--- src/rtl/add16_sched.sv ---
// add16_sched: round-robin scheduler that shares a single 4-bit ripple adder
// between two requesters to perform WIDTH-bit additions one nibble at a time.
// add4bit is the shared nibble datapath and is instantiated only here.

module add4bit (
  input  logic [3:0] i_a,
  input  logic [3:0] i_b,
  input  logic       i_cin,
  output logic [3:0] o_sum,
  output logic       o_cout
);

  logic [4:0] w_c;

  // Four chained full adders; the carry ripples from bit 0 upward.
  always_comb begin
    w_c    = '0;
    o_sum  = '0;
    w_c[0] = i_cin;
    for (int i = 0; i < 4; i++) begin
      o_sum[i]  = i_a[i] ^ i_b[i] ^ w_c[i];
      w_c[i+1]  = (i_a[i] & i_b[i]) | (w_c[i] & (i_a[i] ^ i_b[i]));
    end
    o_cout = w_c[4];
  end

endmodule

module add16_sched #(
  parameter int WIDTH = 16
) (
  input  logic             clk,
  input  logic             rst,
  input  logic             req0,
  input  logic [WIDTH-1:0] a0,
  input  logic [WIDTH-1:0] b0,
  input  logic             cin0,
  input  logic             req1,
  input  logic [WIDTH-1:0] a1,
  input  logic [WIDTH-1:0] b1,
  input  logic             cin1,
  output logic [WIDTH-1:0] sum,
  output logic             c_out,
  output logic             done0,
  output logic             done1,
  output logic             busy,
  output logic             owner
);

  localparam int N    = WIDTH / 4;
  localparam int IDXW = (N > 1) ? $clog2(N) : 1;

  typedef enum logic [1:0] {
    IDLE,
    ADD,
    DONE
  } state_t;

  state_t            r_state;
  logic [WIDTH-1:0]  r_a;
  logic [WIDTH-1:0]  r_b;
  logic [WIDTH-1:0]  r_work;
  logic              r_carry;
  logic [IDXW-1:0]   r_idx;
  logic              r_prio;

  logic              w_anyReq;
  logic              w_grant;
  logic [IDXW+1:0]   w_base;
  logic              w_lastNib;
  logic [3:0]        w_aNib;
  logic [3:0]        w_bNib;
  logic [3:0]        w_nibSum;
  logic              w_nibCout;
  logic [WIDTH-1:0]  w_workNext;

  // A lone request wins outright; when both ask, the priority pointer decides.
  assign w_anyReq  = req0 | req1;
  assign w_grant   = (req0 && req1) ? r_prio : req1;
  assign w_base    = {r_idx, 2'b00};
  assign w_lastNib = (r_idx == IDXW'(N - 1));
  assign w_aNib    = r_a[w_base +: 4];
  assign w_bNib    = r_b[w_base +: 4];

  add4bit u_add4bit (
    .i_a    (w_aNib),
    .i_b    (w_bNib),
    .i_cin  (r_carry),
    .o_sum  (w_nibSum),
    .o_cout (w_nibCout)
  );

  // Work register with the current nibble replaced, so the final pass can be
  // published to sum on the same edge it is computed.
  always_comb begin
    w_workNext               = r_work;
    w_workNext[w_base +: 4]  = w_nibSum;
  end

  // Scheduler FSM: grant in IDLE, one nibble per cycle in ADD, pulse in DONE.
  always_ff @(posedge clk) begin
    if (rst) begin
      r_state <= IDLE;
      r_a     <= '0;
      r_b     <= '0;
      r_work  <= '0;
      r_carry <= 1'b0;
      r_idx   <= '0;
      r_prio  <= 1'b0;
      sum     <= '0;
      c_out   <= 1'b0;
      done0   <= 1'b0;
      done1   <= 1'b0;
      busy    <= 1'b0;
      owner   <= 1'b0;
    end else begin
      case (r_state)
        IDLE: begin
          if (w_anyReq) begin
            r_a     <= w_grant ? a1 : a0;
            r_b     <= w_grant ? b1 : b0;
            r_carry <= w_grant ? cin1 : cin0;
            owner   <= w_grant;
            r_prio  <= ~w_grant;
            r_idx   <= '0;
            busy    <= 1'b1;
            r_state <= ADD;
          end
        end
        ADD: begin
          r_work  <= w_workNext;
          r_carry <= w_nibCout;
          r_idx   <= r_idx + 1'b1;
          if (w_lastNib) begin
            sum     <= w_workNext;
            c_out   <= w_nibCout;
            done0   <= ~owner;
            done1   <= owner;
            r_state <= DONE;
          end
        end
        DONE: begin
          done0   <= 1'b0;
          done1   <= 1'b0;
          busy    <= 1'b0;
          r_state <= IDLE;
        end
        default: begin
          r_state <= IDLE;
        end
      endcase
    end
  end

endmodule

--- config.mk ---
export PLATFORM = sky130hd
export DESIGN_NAME = add16_sched
export DESIGN_NICKNAME = d
export VERILOG_FILES = /design/src/rtl/add16_sched.sv
export SDC_FILE = /design/constraint.sdc
export NUM_CORES = 1
export LEC_CHECK = 0
export BUFFER_PORTS_ARGS = -buffer_cell sky130_fd_sc_hd__buf_2
export CAP_MARGIN = 20
export CORE_MARGIN = 1
export CORE_UTILIZATION = 25
export DETAILED_ROUTE_END_ITERATION = 8
export PLACE_DENSITY_LB_ADDON = 0.1
export SLEW_MARGIN = 40
export SYNTH_ARGS = -nofsm -noshare
export SYNTH_HDL_FRONTEND = slang
export SYNTH_SLANG_ARGS = --single-unit
--- constraint.sdc ---
create_clock -name clk -period 2.7 [get_ports clk]
set_input_delay 0.675 -clock clk [delete_from_list [all_inputs] [get_ports clk]]
set_output_delay 0.675 -clock clk [all_outputs]
set_load 0.01 [all_outputs]
==> results of run 1 <==
[registers in the layout, indices dropped and copies added, names as in the netlist, 2 cells and up]
register / cells
r_idx: 2
r_a: 16
r_b: 16
sum: 16
r_state: 2
r_work: 16
[worst max-delay path, stage by stage, from the launching register on]
cell and delay [ps]:
dfxtp_4 380, mux4_2 510, inv_2 80, fa_2 190, inv_2 40, fa_2 330, inv_2 60, fa_2 180
inv_2 40, fa_2 610, a31oi_2 140, a211oi_2 200
[cells in the mapped netlist (all sizes together), types with 3 or more instances]
library cell	instances	area share, %
a211oi	25	4.7
clkbuf	32	3.0
fa	4	2.0
and2	3	0.53
a31oi	8	1.3
dfxtp	75	38
a311oi	33	12
buf	13	2.6
nor2b	16	2.5
nor2	25	2.4
o21ai	44	5.5
ha	6	1.9
nand2	5	0.47
a21oi	54	6.8
nand3b	33	6.2
inv	14	1.3
and3b	3	0.66
mux4	8	4.5
[per-layer routing]
metal / part of all wire, % / wire [um] / global-route usage (%)
met5: 0 / 0 / 0
met4: 1.4 / 164 / 5.81
met3: 4.2 / 489 / 3.59
met2: 46 / 5290 / 24.0
met1: 49 / 5610 / 19.3
[cell usage in the layout (no fill, tap or decap), types with 2 or more instances in the layout]
master,n
o21ai_0,44
nand2_1,5
a211oi_1,19
fa_2,4
nand3b_1,33
and3b_1,3
nor3_1,2
nor2b_1,15
buf_4,11
o21a_1,2
buf_2,90
a31oi_1,6
inv_1,8
a311oi_2,29
inv_2,6
clkbuf_8,4
a21oi_1,52
clkbuf_16,9
a311oi_1,4
dfxtp_1,74
mux4_2,8
ha_1,6
clkbuf_1,2
a31oi_2,2
buf_12,3
a211oi_2,6
nor3b_1,2
nor2_1,25
[layout make-up]
class | count | share of cell area [%]
sequential | 75 | 30.1
clock inverter | 1 | 0.100
timing repair buffer | 105 | 12.1
tap | 211 | 5.28
clock buffer | 15 | 5.76
antenna | 1 | 0.0501
inverter | 15 | 1.13
multi-input combinational | 286 | 45.5
[cells by family after synthesis]
kind of cell / after synthesis
adder cells (fa/ha/maj): 10
buffers and inverters: 60
flip-flops: 75
AND/OR/NAND/NOR: 96
AO/OA/AOI/OAI: 171
multiplexers: 9
[power groups by stage]
stage	clock [uW]	sequential, uW	combinational (uW)
6_report	1190	1250	667
5_1_grt	1280	1260	743
4_1_cts	1230	1250	647
3_5_place_dp	0	1280	635
3_3_place_gp	0	1280	628
2_1_floorplan	0	1250	461
[metrics by stage]
step	util (%)	total power [uW]
after floorplan	-	1710
after global placement	30.1	1900
after detailed placement	30.1	1910
after CTS	32.1	3130
after global routing	32.5	3280
final	32.5	3110
[how the worst max path moves through the flow]
stage,cells past startpoint,endpoint
global placement,11,sum[11]
finish,11,r_work[7]
detailed placement,11,r_work[3]
CTS,11,sum[11]
global route,12,sum[15]
floorplan,12,r_work[11]
[timing repair]
item,CTS,global route
resized for setup,8,13
buffers inserted,0,1
setup endpoints to repair,9,15
pin swaps,5,7
==> key figures, run 1 <==
Logic synthesis
  • Simple-gate area share of the yosys netlist: 14.9%
  • Mapped Area: 3990 sq um
  • Area share of fa/ha/maj cells after synthesis: 3.89%
  • Syn avg cell area: 9.47 sq um
  • Synth Instances: 421
  • #FFs+latches synth: 75
  • Ys Warns: 0
  • Netlist cell types: 42
  • Post-synthesis mux area share: 4.77%
  • Register area share after synthesis: 37.7%
  • Number of flops mapped to enable cells by yosys: 0
  • Complex-gate fraction of the synthesized area: 31.7%
  • Largest family of logic cells by synthesized area: compound AO/OA/AOI/OAI gates
  • Mapped Nets: 501
  • Post-synth ARST share: 0%
  • Most used DFF post-synth: dfxtp_1
  • Xor/xnor share of the synthesized area: 0%

Clock network
  • Clk root buf: clkbuf_16
  • Clk pin slew, worst setup/hold paths: 60 ps
  • Clock Latency Late Sink: 340 ps
  • CTS tree: built
  • Clock Sinks: 75
  • Hold_buf cts: 0
  • CTS Buffer Depth: 2
  • CTS buffer count: 9
  • H-tree depth: 3

Status
  • Run status: complete, but fails checks
  • Failing checks: setup timing

Critical path
  • Startpoint types: flop
  • R2R Path End: r_work[7]
  • Setup crit end kind: flop
  • Critical Path Source: r_idx[0]
  • Worst-path fanout max: 5
  • Reg-to-reg startpoint: r_idx[0]
  • Flop2flop setup slack: -130 ps
  • Required time of the critical path: 2960 ps
  • Worst R2R Path Depth: 11
  • Setup CP Type: flop to flop
  • WP data arrival: 3090 ps

Hold path
  • Hold Crit Depth: 2
  • Hold endpoint: done1
  • Hold Path Class: flop to flop
  • Hold wc startpoint: done1

Job
  • Maximum Capacitance Violations: 0

GRT
  • Grt ovf: 0
  • Number of global-route vias before repair: 3507
  • All-layer global routing usage: 15.0%
  • First-pass GRT wire length: 18900 um
  • Largest net degree at the start of global routing: 64
  • Initial antenna violation count: 1

Finish
  • Layout Cells excl Fill: 709
  • Fin nets: 572
  • Multi-input gate area: 2270 sq um
  • Final non-filler cell area: 5000 sq um
  • Area growth syn-to-layout: 25.4%
  • Fill cells: 1630
  • Share of layout cells above drive strength 1: 36.6%
  • Register area: 1510 sq um

STA
  • RSZ-0062 raised after global routing: yes
  • Setup ws final: -129 ps
  • Slew HR: 45.2%
  • Slew Limit Fails: 0
  • Minimum clock period: 2830 ps
  • Fin. Hold Viols: 0
  • Post-route clock skew: 4.41 ps
  • Final setup fails: 8
  • Post-route setup TNS: -840 ps
  • Period Utilization, post-route: 105%
  • Max Freq: 0.354 GHz
  • Hold WS: 468 ps
  • Worst-margin pin slew: 810 ps

Power and ir drop
  • P_sw: 892 uW
  • Clock network fraction of design power: 38.2%
  • Worst VDD drop: 0.342 mV
  • Switching share of power: 28.7%
  • Logic gate share of total power: 21.5%
  • Sequential share of power: 40.3%
  • P_int: 2210 uW
  • Pleak: 0.00185 uW
  • Power density cells: 621 nW/um^2

Detailed routing
  • ANT nets after route: 0
  • Routed WL per cell: 16.3 um
  • DR vias/cell: 4.82
  • Starting DRT DRC Count: 115
  • DRC: 0
  • TritonRoute pass-1 iters: 4
  • Final wirelength: 11600 um
  • Vias: 3416

Floorplan
  • Row count: 45
  • Io pins: 91
  • Die ar.: 16400 sq um
  • Core region area: 15400 sq um
  • Initial Utilization: 25.9%
  • Die W: 128 um
  • Chip Height: 128 um

Place
  • DP Wirelength: 8050 um
  • Placer Congestion: 0.735
  • Port bufs: 90
  • Dpl ws: -168 ps
  • Placed Cells: 691
  • DP Area: 4620 sq um
(Power assumes the default switching activity.)
==> inputs of run 2 (changes only) <==
==> constraint.sdc (replaced) <==
create_clock -name clk -period 3.24 [get_ports clk]
set_input_delay 0.81 -clock clk [delete_from_list [all_inputs] [get_ports clk]]
set_output_delay 0.81 -clock clk [all_outputs]
set_load 0.01 [all_outputs]
==> key figures, run 2 (synthesis gave the netlist of run 1 again) <==
Power and ir drop
  • Power density cells: 558 nW/um^2 (was 621 nW/um^2)
  • Pleak: 0.00186 uW (was 0.00185 uW)
  • Worst VDD drop: 0.244 mV (was 0.342 mV)

Finish
  • Diode count: 0 (was 1)
  • Most common cell after layout, fill and taps aside: buf_2 (unchanged)
  • Final Core Density: 32.1% (was 32.5%)
  • Commonest cells after routing, fill and taps aside: buf_2 (90), dfxtp_1 (74), a21oi_1 (54) (was buf_2 (90), dfxtp_1 (74), a21oi_1 (52))
  • Register area: 1500 sq um (was 1510 sq um)
  • Fill cells: 1646 (was 1630)
  • Share of layout cells above drive strength 1: 32.9% (was 36.6%)
  • Fin nets: 570 (was 572)
  • Area growth syn-to-layout: 24.0% (was 25.4%)
  • Multi-input gate area: 2200 sq um (was 2270 sq um)

Floorplan
  • Core region area: 15400 sq um (unchanged)
  • Initial Utilization: 25.9% (unchanged)
  • Chip Height: 128 um (unchanged)
  • Die W: 128 um (unchanged)
  • Die ar.: 16400 sq um (unchanged)
  • Io pins: 91 (unchanged)
  • Row count: 45 (unchanged)

Critical path
  • Required time of the critical path: 3490 ps (was 2960 ps)
  • Setup CP Type: flop to flop (unchanged)
  • Slowest-stage cell, CP: fa_1 (was fa_2)
  • Flop2flop setup slack: 310 ps (was -130 ps)
  • Worst-path fanout max: 5 (unchanged)
  • Critical-path cell list: mux4_2, inv_1, fa_1, inv_1, fa_1, inv_1, fa_1, inv_1, fa_1, a31oi_1, a211oi_1 (was mux4_2, inv_2, fa_2, inv_2, fa_2, inv_2, fa_2, inv_2, fa_2, a31oi_2, a211oi_2)
  • Max stage delay on crit path: 580 ps (was 610 ps)
  • Startpoint types: flop (unchanged)
  • Worst R2R Path Depth: 11 (unchanged)
  • R2R Path End: r_work[7] (unchanged)
  • Setup crit end kind: flop (unchanged)
  • WP data arrival: 3170 ps (was 3090 ps)
  • Reg-to-reg startpoint: r_idx[0] (unchanged)

Detailed routing
  • Starting DRT DRC Count: 120 (was 115)
  • DRC: 0 (unchanged)
  • DR vias/cell: 4.82 (about the same)
  • ANT nets after route: 0 (unchanged)
  • Routed WL per cell: 15.7 um (was 16.3 um)
  • TritonRoute pass-1 iters: 4 (unchanged)
  • Final wirelength: 11100 um (was 11600 um)
  • Vias: 3401 (was 3416)

STA
  • Slew Limit Fails: 0 (unchanged)
  • RSZ-0062 raised after global routing: no (was yes)
  • Post-route clock skew: 6.08 ps (was 4.41 ps)
  • Minimum clock period: 2930 ps (was 2830 ps)
  • Max Freq: 0.341 GHz (was 0.354 GHz)
  • Slew HR: 57.6% (was 45.2%)
  • Final setup fails: 0 (was 8)
  • Period Utilization, post-route: 90.4% (was 105%)
  • Fin. Hold Viols: 0 (unchanged)
  • Worst-margin pin slew: 636 ps (was 810 ps)
  • Post-route setup TNS: 0 ps (was -840 ps)

GRT
  • Number of global-route vias before repair: 3441 (was 3507)
  • Grt ovf: 0 (unchanged)
  • All-layer global routing usage: 14.5% (was 15.0%)
  • Largest net degree at the start of global routing: 68 (was 64)
  • First-pass GRT wire length: 18300 um (was 18900 um)
  • Initial antenna violation count: 0 (was 1)

Hold path
  • Hold Path Class: flop to flop (unchanged)
  • Hold wc startpoint: done1 (unchanged)
  • Hold endpoint: done1 (unchanged)
  • Hold Crit Depth: 2 (unchanged)

Clock network
  • Clock Latency Late Sink: 340 ps (about the same)
  • Clk root buf: clkbuf_16 (unchanged)
  • Clock Sinks: 75 (unchanged)
  • Setup bufs post-CTS: 0 (unchanged)
  • CTS Buffer Depth: 2 (unchanged)
  • CTS tree: built (unchanged)
  • H-tree depth: 3 (unchanged)
  • Clk pin slew, worst setup/hold paths: 60 ps (about the same)
  • CTS buffer count: 9 (unchanged)
  • Hold_buf cts: 0 (unchanged)

Place
  • Placer Congestion: 0.703 (was 0.735)
  • Port bufs: 90 (unchanged)
  • DP Wirelength: 7780 um (was 8050 um)

Status
  • Run status: finished clean (was complete, but fails checks)

Job
  • Maximum Capacitance Violations: 0 (unchanged)
run 2: cell types whose count changed in the layout (fill, tap and decap cells not counted), moves of 4 or more:
cell / delta
inv_1: +5
a211oi_1: +6
fa_2: -4
fa_1: +4
a211oi_2: -6
inv_2: -5
run 2: power breakdown:
part	switching [uW]	total, uW	internal, uW
clock	392	1210	814
combinational	291	511	221
sequential	46.9	1040	995
total	730	2760	2030
run 2: worst max-delay path by stage:
stage	end	cells after the start	from	slack [ps]
after CTS	r_work[7]	11	r_idx[0]	210
after global routing	r_work[7]	11	r_idx[0]	70
final	r_work[7]	11	r_idx[0]	310
after global placement	sum[11]	11	r_idx[0]	280
after detailed placement	r_work[7]	11	r_idx[0]	230
after floorplan	r_work[11]	12	r_idx[0]	320
run 2: critical path, delay by kind of cell, from the launching register on:
family / cells / cell delay, ps
adder cells (fa/ha/maj): 4 / 1270
multiplexers: 1 / 510
flip-flops: 1 / 390
AO/OA/AOI/OAI: 2 / 390
buffers and inverters: 4 / 270
run 2: layout make-up:
type / instances / share of cell area [%]
Timing Repair Buffer: 103 / 11.2
Clock buffer: 12 / 5.39
Inverter: 15 / 1.14
Sequential cell: 75 / 30.4
Multi-Input combinational cell: 286 / 44.6
Clock inverter: 4 / 1.92
Tap cell: 211 / 5.34
run 2: metal layers:
| layer | part of all wire (%) | routed length, um | track usage, % |
|---|---|---|---|
| met3 | 3.6 | 401 | 2.50 |
| met2 | 47 | 5230 | 24.3 |
| met1 | 48 | 5280 | 18.3 |
| met5 | 0 | 0 | 0 |
| met4 | 1.7 | 183 | 5.81 |
run 2: timing repair:
item | in CTS | in global routing
setup endpoints to repair | 0 | 1
endpoints found under the hold margin | 0 | 0
gates resized for setup | 0 | 1
run 2: per-stage QoR:
step / worst slack [ps] / power [uW] / hold slack [ps] / cells / instance area (sq um)
final: 312 / 2760 / 467 / 706 / 4940
after floorplan: 316 / 1420 / 465 / 421 / 3990
after CTS: 206 / 2800 / 469 / 706 / 4940
after global placement: 284 / 1580 / 455 / 690 / 4570
after global routing: 74.3 / 2900 / 501 / 706 / 4940
after detailed placement: 231 / 1580 / 460 / 690 / 4570
